`config.mk`:
```
export PLATFORM = sky130hd
export DESIGN_NAME = compressor_2to4
export DESIGN_NICKNAME = d
export VERILOG_FILES = /design/src/rtl/sparse24_pkg.sv /design/src/rtl/sparse24_topk_sel.sv /design/src/rtl/compressor_2to4.sv
export SDC_FILE = /design/constraint.sdc
export NUM_CORES = 1
export LEC_CHECK = 0
export CAP_MARGIN = 20
export CORE_UTILIZATION = 48
export CTS_CLUSTER_SIZE = 14
export DETAILED_ROUTE_END_ITERATION = 12
export HOLD_SLACK_MARGIN = 0.05
export PLACE_DENSITY = 0.76
export SLEW_MARGIN = 5
export SYNTH_ARGS = -nofsm -noshare
export SYNTH_HDL_FRONTEND = slang
export SYNTH_SLANG_ARGS = --single-unit
```
`constraint.sdc`:
```
create_clock -name clk -period 2.3 [get_ports clk]
set_input_delay 0.345 -clock clk [delete_from_list [all_inputs] [get_ports clk]]
set_output_delay 0.345 -clock clk [all_outputs]
set_load 0.05 [all_outputs]
```
`src/rtl/sparse24_pkg.sv`:
```
// Shared definitions for the 2:4 structured-sparsity compressor and decompressor.
// Lane/keep counts, default element width and a signed magnitude helper.
package sparse24_pkg;

  localparam int unsigned LANES     = 4;
  localparam int unsigned KEEP      = 2;
  localparam int unsigned DEFAULT_W = 16;
  localparam int unsigned MAG_W     = 32;

  // Caller sign-extends its element to MAG_W and truncates the result back to its
  // own width; |-2^(W-1)| = 2^(W-1) still fits as a W-bit unsigned value.
  function automatic logic [MAG_W-1:0] mag(input logic [MAG_W-1:0] x);
    return x[MAG_W-1] ? -x : x;
  endfunction

endpackage

```
`src/rtl/sparse24_topk_sel.sv`:
```
// Combinational 2-of-4 selector: keeps the two largest-magnitude lanes (lower index
// wins ties), packs them low-index-first into the MSB half and counts nonzero drops.
module sparse24_topk_sel
  import sparse24_pkg::*;
#(
  parameter int unsigned W = DEFAULT_W
) (
  input  logic [LANES*W-1:0] i_dense,
  output logic [LANES-1:0]   o_mask,
  output logic [2*W-1:0]     o_pair,
  output logic [1:0]         o_pruned
);

  logic [W-1:0]     w_lane [LANES];
  logic [W-1:0]     w_mag  [LANES];
  logic [LANES-1:0] w_keep;

  always_comb begin
    for (int i = 0; i < LANES; i++) begin
      w_lane[i] = i_dense[i*W +: W];
      w_mag[i]  = W'(mag(MAG_W'($signed(w_lane[i]))));
    end
  end

  // A lane survives when fewer than KEEP other lanes beat it; the index tie-break
  // makes the ordering total, so exactly KEEP lanes survive for any input.
  always_comb begin
    logic [2:0] beats;
    beats  = '0;
    w_keep = '0;
    for (int i = 0; i < LANES; i++) begin
      beats = '0;
      for (int j = 0; j < LANES; j++) begin
        if (j != i) begin
          if ((w_mag[j] > w_mag[i]) || ((w_mag[j] == w_mag[i]) && (j < i))) begin
            beats = beats + 3'd1;
          end
        end
      end
      w_keep[i] = (beats < 3'(KEEP));
    end
  end

  always_comb begin
    logic found;
    found    = 1'b0;
    o_pair   = '0;
    o_pruned = '0;
    for (int i = 0; i < LANES; i++) begin
      if (w_keep[i]) begin
        if (!found) begin
          o_pair[W +: W] = w_lane[i];
          found          = 1'b1;
        end else begin
          o_pair[0 +: W] = w_lane[i];
        end
      end else if (w_lane[i] != '0) begin
        o_pruned = o_pruned + 2'd1;
      end
    end
  end

  assign o_mask = w_keep;

endmodule

```
`src/rtl/compressor_2to4.sv`:
```
// Streaming 2:4 compressor: selector feeding a 2-stage valid/ready pipeline, plus a
// saturating count of nonzero values lost to pruning.
module compressor_2to4
  import sparse24_pkg::*;
#(
  parameter int unsigned W = DEFAULT_W
) (
  input  logic               clk,
  input  logic               rst_n,
  input  logic               valid_in,
  output logic               in_ready,
  input  logic [LANES*W-1:0] dense_vals,
  output logic               valid_out,
  input  logic               out_ready,
  output logic [2*W-1:0]     packed_vals,
  output logic [LANES-1:0]   mask,
  input  logic               clr_stats,
  output logic [15:0]        pruned_cnt
);

  logic [LANES-1:0] w_sel_mask;
  logic [2*W-1:0]   w_sel_pair;
  logic [1:0]       w_sel_pruned;

  logic             w_adv1;
  logic             w_adv2;
  logic             w_in_fire;
  logic [16:0]      w_cnt_sum;
  logic [15:0]      w_cnt_d;

  logic             r_s1_valid;
  logic [LANES-1:0] r_s1_mask;
  logic [2*W-1:0]   r_s1_pair;
  logic             r_s2_valid;
  logic [LANES-1:0] r_s2_mask;
  logic [2*W-1:0]   r_s2_pair;
  logic [15:0]      r_cnt;

  sparse24_topk_sel #(
    .W (W)
  ) u_sel (
    .i_dense  (dense_vals),
    .o_mask   (w_sel_mask),
    .o_pair   (w_sel_pair),
    .o_pruned (w_sel_pruned)
  );

  // Each stage may load whenever the stage after it is empty or draining this cycle.
  assign w_adv2    = !r_s2_valid || out_ready;
  assign w_adv1    = !r_s1_valid || w_adv2;
  assign w_in_fire = valid_in && w_adv1;

  always_ff @(posedge clk or negedge rst_n) begin
    if (!rst_n) begin
      r_s1_valid <= 1'b0;
      r_s1_mask  <= '0;
      r_s1_pair  <= '0;
    end else if (w_adv1) begin
      r_s1_valid <= valid_in;
      if (valid_in) begin
        r_s1_mask <= w_sel_mask;
        r_s1_pair <= w_sel_pair;
      end
    end
  end

  always_ff @(posedge clk or negedge rst_n) begin
    if (!rst_n) begin
      r_s2_valid <= 1'b0;
      r_s2_mask  <= '0;
      r_s2_pair  <= '0;
    end else if (w_adv2) begin
      r_s2_valid <= r_s1_valid;
      if (r_s1_valid) begin
        r_s2_mask <= r_s1_mask;
        r_s2_pair <= r_s1_pair;
      end
    end
  end

  always_comb begin
    w_cnt_sum = {1'b0, r_cnt} + {15'd0, w_sel_pruned};
    w_cnt_d   = r_cnt;
    if (clr_stats) begin
      w_cnt_d = '0;
    end else if (w_in_fire) begin
      w_cnt_d = w_cnt_sum[16] ? 16'hFFFF : w_cnt_sum[15:0];
    end
  end

  always_ff @(posedge clk or negedge rst_n) begin
    if (!rst_n) begin
      r_cnt <= '0;
    end else begin
      r_cnt <= w_cnt_d;
    end
  end

  assign in_ready    = w_adv1;
  assign valid_out   = r_s2_valid;
  assign packed_vals = r_s2_pair;
  assign mask        = r_s2_mask;
  assign pruned_cnt  = r_cnt;

endmodule
```
==> reports/results.tsv <==
stage	metric	value	unit
logic_synthesis	syn_area_per_cell	8.959	sq um
cts	cts_made_buffers	9	
logic_synthesis	ys_types	69	
logic_synthesis	synthSimpleGateAreaFrac	16.74	%
sta	holdWs	442.4	ps
cts	cts-root-buf	clkbuf_16	
cts	clkTransAtPathRegs	70	ps
floorplanning	die_x	132.8	um
drt	wirelength	37210	um
cts	clockBufferDepth	2	
layout	regArea	2252	sq um
run	max_cap_violations	0	
min_path	hold_path_class	input port to register	
layout	nFillCells	868	
pwr	sequentialPowerShare	23.1	%
drt	viasPerCell	6.472	
setup_path	reg2reg_depth	8	
floorplanning	dieHeight	132.8	um
setup_path	required	2510	ps
placement	hpwl	22410	um
pwr	leakage	6.328	nW
global_route	grt_max_degree	51	
global_route	grt_pass1_wl	51010	um
pwr	irDropWorstVdd	0.0008342	V
logic_synthesis	async_flop_share	100.0	%
setup_path	critPathArrivalTime	6760	ps
setup_path	cpPeakStageDelay	530	ps
logic_synthesis	syn_inst	917	
cts	htree_num_levels	3	
layout	final_cells	1548	
logic_synthesis	synthXorXnorAreaFrac	5.864	%
logic_synthesis	synthAdderAreaFrac	17.12	%
logic_synthesis	muxShareOfSynthArea	5.544	%
sta	rsz0062_at_grt	true	
logic_synthesis	yosys_register_bits	90	
drt	drt_iter0_drc	1109	
outcome	violations	negative setup slack	
setup_path	startpoint	dense_vals[49]	
floorplanning	rows	47	
cts	clkLatencyLatePin	340	ps
sta	maxSlewViolCount	0	
drt	wl_per_cell	24.04	um
layout	nets	1503	
setup_path	crit_top_cell	ha_4	
logic_synthesis	ys_seq_area_share	27.41	%
cts	clock-sinks	90	
sta	finalSetupViolCount	52	
logic_synthesis	synth_top_family_by_area	compound AO/OA/AOI/OAI gates	
sta	finClkSkew	5.017	ps
global_route	grt.overflow.total	0	
layout	diodes	0	
sta	tightest_slew	684.8	ps
placement	place_area	11640	sq um
drt	via_count	10019	
setup_path	cp-end-kind	register	
logic_synthesis	synth-main-ff-cell	dfrtp_1	
drt	ant_nets	0	
placement	gp_congestion	0.9944	
layout	postLayoutCellArea	13570	sq um
setup_path	crit_fanout	4	
global_route	grt_use_total	37.20	%
sta	slew_headroom	53.86	%
floorplanning	initial_utilization	49.36	%
placement	portBuffers	122	
layout	area_growth_syn_to_layout	65.15	%
floorplanning	core	16640	sq um
drt	drc	0	
cts	cts_tree	done	
logic_synthesis	synth_fp_nets	1097	
pwr	power-per-cell-area	868.3	nW/um^2
logic_synthesis	synth-edff-count	0	
pwr	p_sw	5.267	mW
sta	hold_violations	0	
global_route	grt_antenna_before_repair	0	
logic_synthesis	synth_compound_area_share	22.84	%
setup_path	critical_path_class	input port to register	
setup_path	r2r-start	pruned_cnt[6]$_DFFE_PN0P_	
pwr	p_comb_share	62.4	%
global_route	grt_pass1_vias	9540	
setup_path	r2r_setup_slack	30	ps
sta	finalCriticalPeriod	6547	ps
setup_path	cp-start-kind	input port	
layout	multi_input_area	6739	sq um
layout	drive_gt1_share	42.32	%
floorplanning	die_area	17640	sq um
sta	clock.fmax	152.7	MHz
pwr	pwr-share-clk	14.5	%
sta	period_share	284.7	%
logic_synthesis	syn-cell-area	8215	sq um
logic_synthesis	yosysWarnings	0	
setup_path	endpoint	pruned_cnt[11]$_DFFE_PN0P_	
sta	setup_slack	-4247	ps
outcome	run_status	finished, violations left	
setup_path	reg2reg_to	pruned_cnt[9]$_DFFE_PN0P_	
placement	dp.cells	1468	
pwr	p_sw_share	44.71	%
pwr	intPower	6.514	mW
drt	dr.pass1.iters	8	
floorplanning	num_io_pins	123	
setup_path	slowest_stage	or4_4	
registers in the layout (all words and copies together) (netlist names):
register,count
r_s1_pair,32
r_s1_mask,4
mask,4
valid_out,1
r_s1_valid,1
pruned_cnt,16
packed_vals,32
per-stage QoR:
stage | setup WS (ps) | power (mW) | utilization [%] | setup TNS, ps
final | -4247 | 11.78 | 81.53 | -167410
after global routing | -4363 | 12.19 | 81.53 | -169950
after CTS | -3791 | 10.89 | 77.48 | -157690
after detailed placement | -4556 | 8.555 | 69.94 | -202830
after global placement | -4431 | 8.404 | 69.94 | -198970
after floorplan | -3582 | 6.327 | - | -148430
placed cells by master, fill, tap and decap left out, types with 30 or more instances in the layout:
cell             count
ha_1                96
a21oi_1             39
a22o_1              31
a21o_1              30
o21ai_0             33
mux2_2              36
nand2_1             53
buf_4              274
inv_1               43
clkdlybuf4s50_1     91
dfrtp_1             90
buf_6               35
how the worst min path moves through the flow:
stage               slack [ps]            from                           to  depth (start not counted)
floorplan                   50           rst_n          mask[0]$_DFFE_PN0P_                          0
global placement           390           rst_n  packed_vals[26]$_DFFE_PN0P_                          1
detailed placement         390           rst_n  packed_vals[26]$_DFFE_PN0P_                          1
CTS                        410  dense_vals[49]    r_s1_pair[17]$_DFFE_PN0P_                          4
global route               440  dense_vals[49]    r_s1_pair[17]$_DFFE_PN0P_                          4
finish                     440  dense_vals[49]    r_s1_pair[17]$_DFFE_PN0P_                          4
power by group through the flow:
stage          Sequential [mW]  Combinational, mW  Clock [mW]
6_report                  2.72               7.36        1.71
5_1_grt                   2.76               7.67        1.76
4_1_cts                   2.63               6.60        1.66
3_5_place_dp              2.64               5.92           0
3_3_place_gp              2.60               5.80           0
2_1_floorplan             3.65               2.68           0
worst max-delay path, delay by kind of cell:
kind | cells | cell delay [ps]
AO/OA/AOI/OAI | 8 | 1610
buffers and inverters | 6 | 530
AND/OR/NAND/NOR | 12 | 3110
XOR/XNOR | 1 | 190
adder cells (fa/ha/maj) | 4 | 960
layer usage:
| metal | part of all wire (%) | vias to the layer above | global-route usage [%] |
|---|---|---|---|
| li1 | - | 4229 | - |
| met1 | 37 | 4720 | 45.29 |
| met4 | 7.4 | 0 | 20.63 |
| met5 | 0 | - | 0 |
| met2 | 48 | 807 | 63.87 |
| met3 | 8.5 | 263 | 4.368 |
Yosys cell counts (19+ instances only):
library cell / n / area (sq um)
ha_1: 110 / 1376
dfrtp_1: 90 / 2252
nand2_1: 66 / 247.7
inv_1: 54 / 202.7
o21ai_0: 52 / 260.3
a21oi_1: 48 / 240.2
nor2_1: 45 / 168.9
mux2_2: 36 / 405.4
xnor2_1: 34 / 297.8
a22o_1: 31 / 271.5
a21o_1: 30 / 225.2
clkbuf_1: 27 / 101.4
nand3_1: 22 / 110.1
xor2_1: 21 / 183.9
nand4_1: 19 / 118.9
nor3_1: 19 / 95.09
layout make-up:
type,count,share of cell area [%]
Clock inverter,3,0.5072
Clock buffer,13,1.992
Timing Repair Buffer,432,27.52
Inverter,54,1.688
Multi-Input combinational cell,736,49.67
Tap cell,220,2.029
Sequential cell,90,16.60
kinds of logic after synthesis:
group | after synthesis
AOI/OAI and AO/OA | 267
xor gates and xnor gates | 55
adders and majority gates | 112
buffers and inverters | 91
DFF | 90
muxes | 41
and+or+nand+nor | 261
repair_timing:
item | in CTS | in global routing
resized for setup | 181 | 137
endpoints found under the setup margin | 52 | 52
gates cloned | 1 | 0
hold buffers | 1 | 0
pin swaps | 93 | 90
setup buffers | 44 | 26
hold endpoints to repair | 47 | 0
No activity file was read; power rests on OpenSTA's default activity.
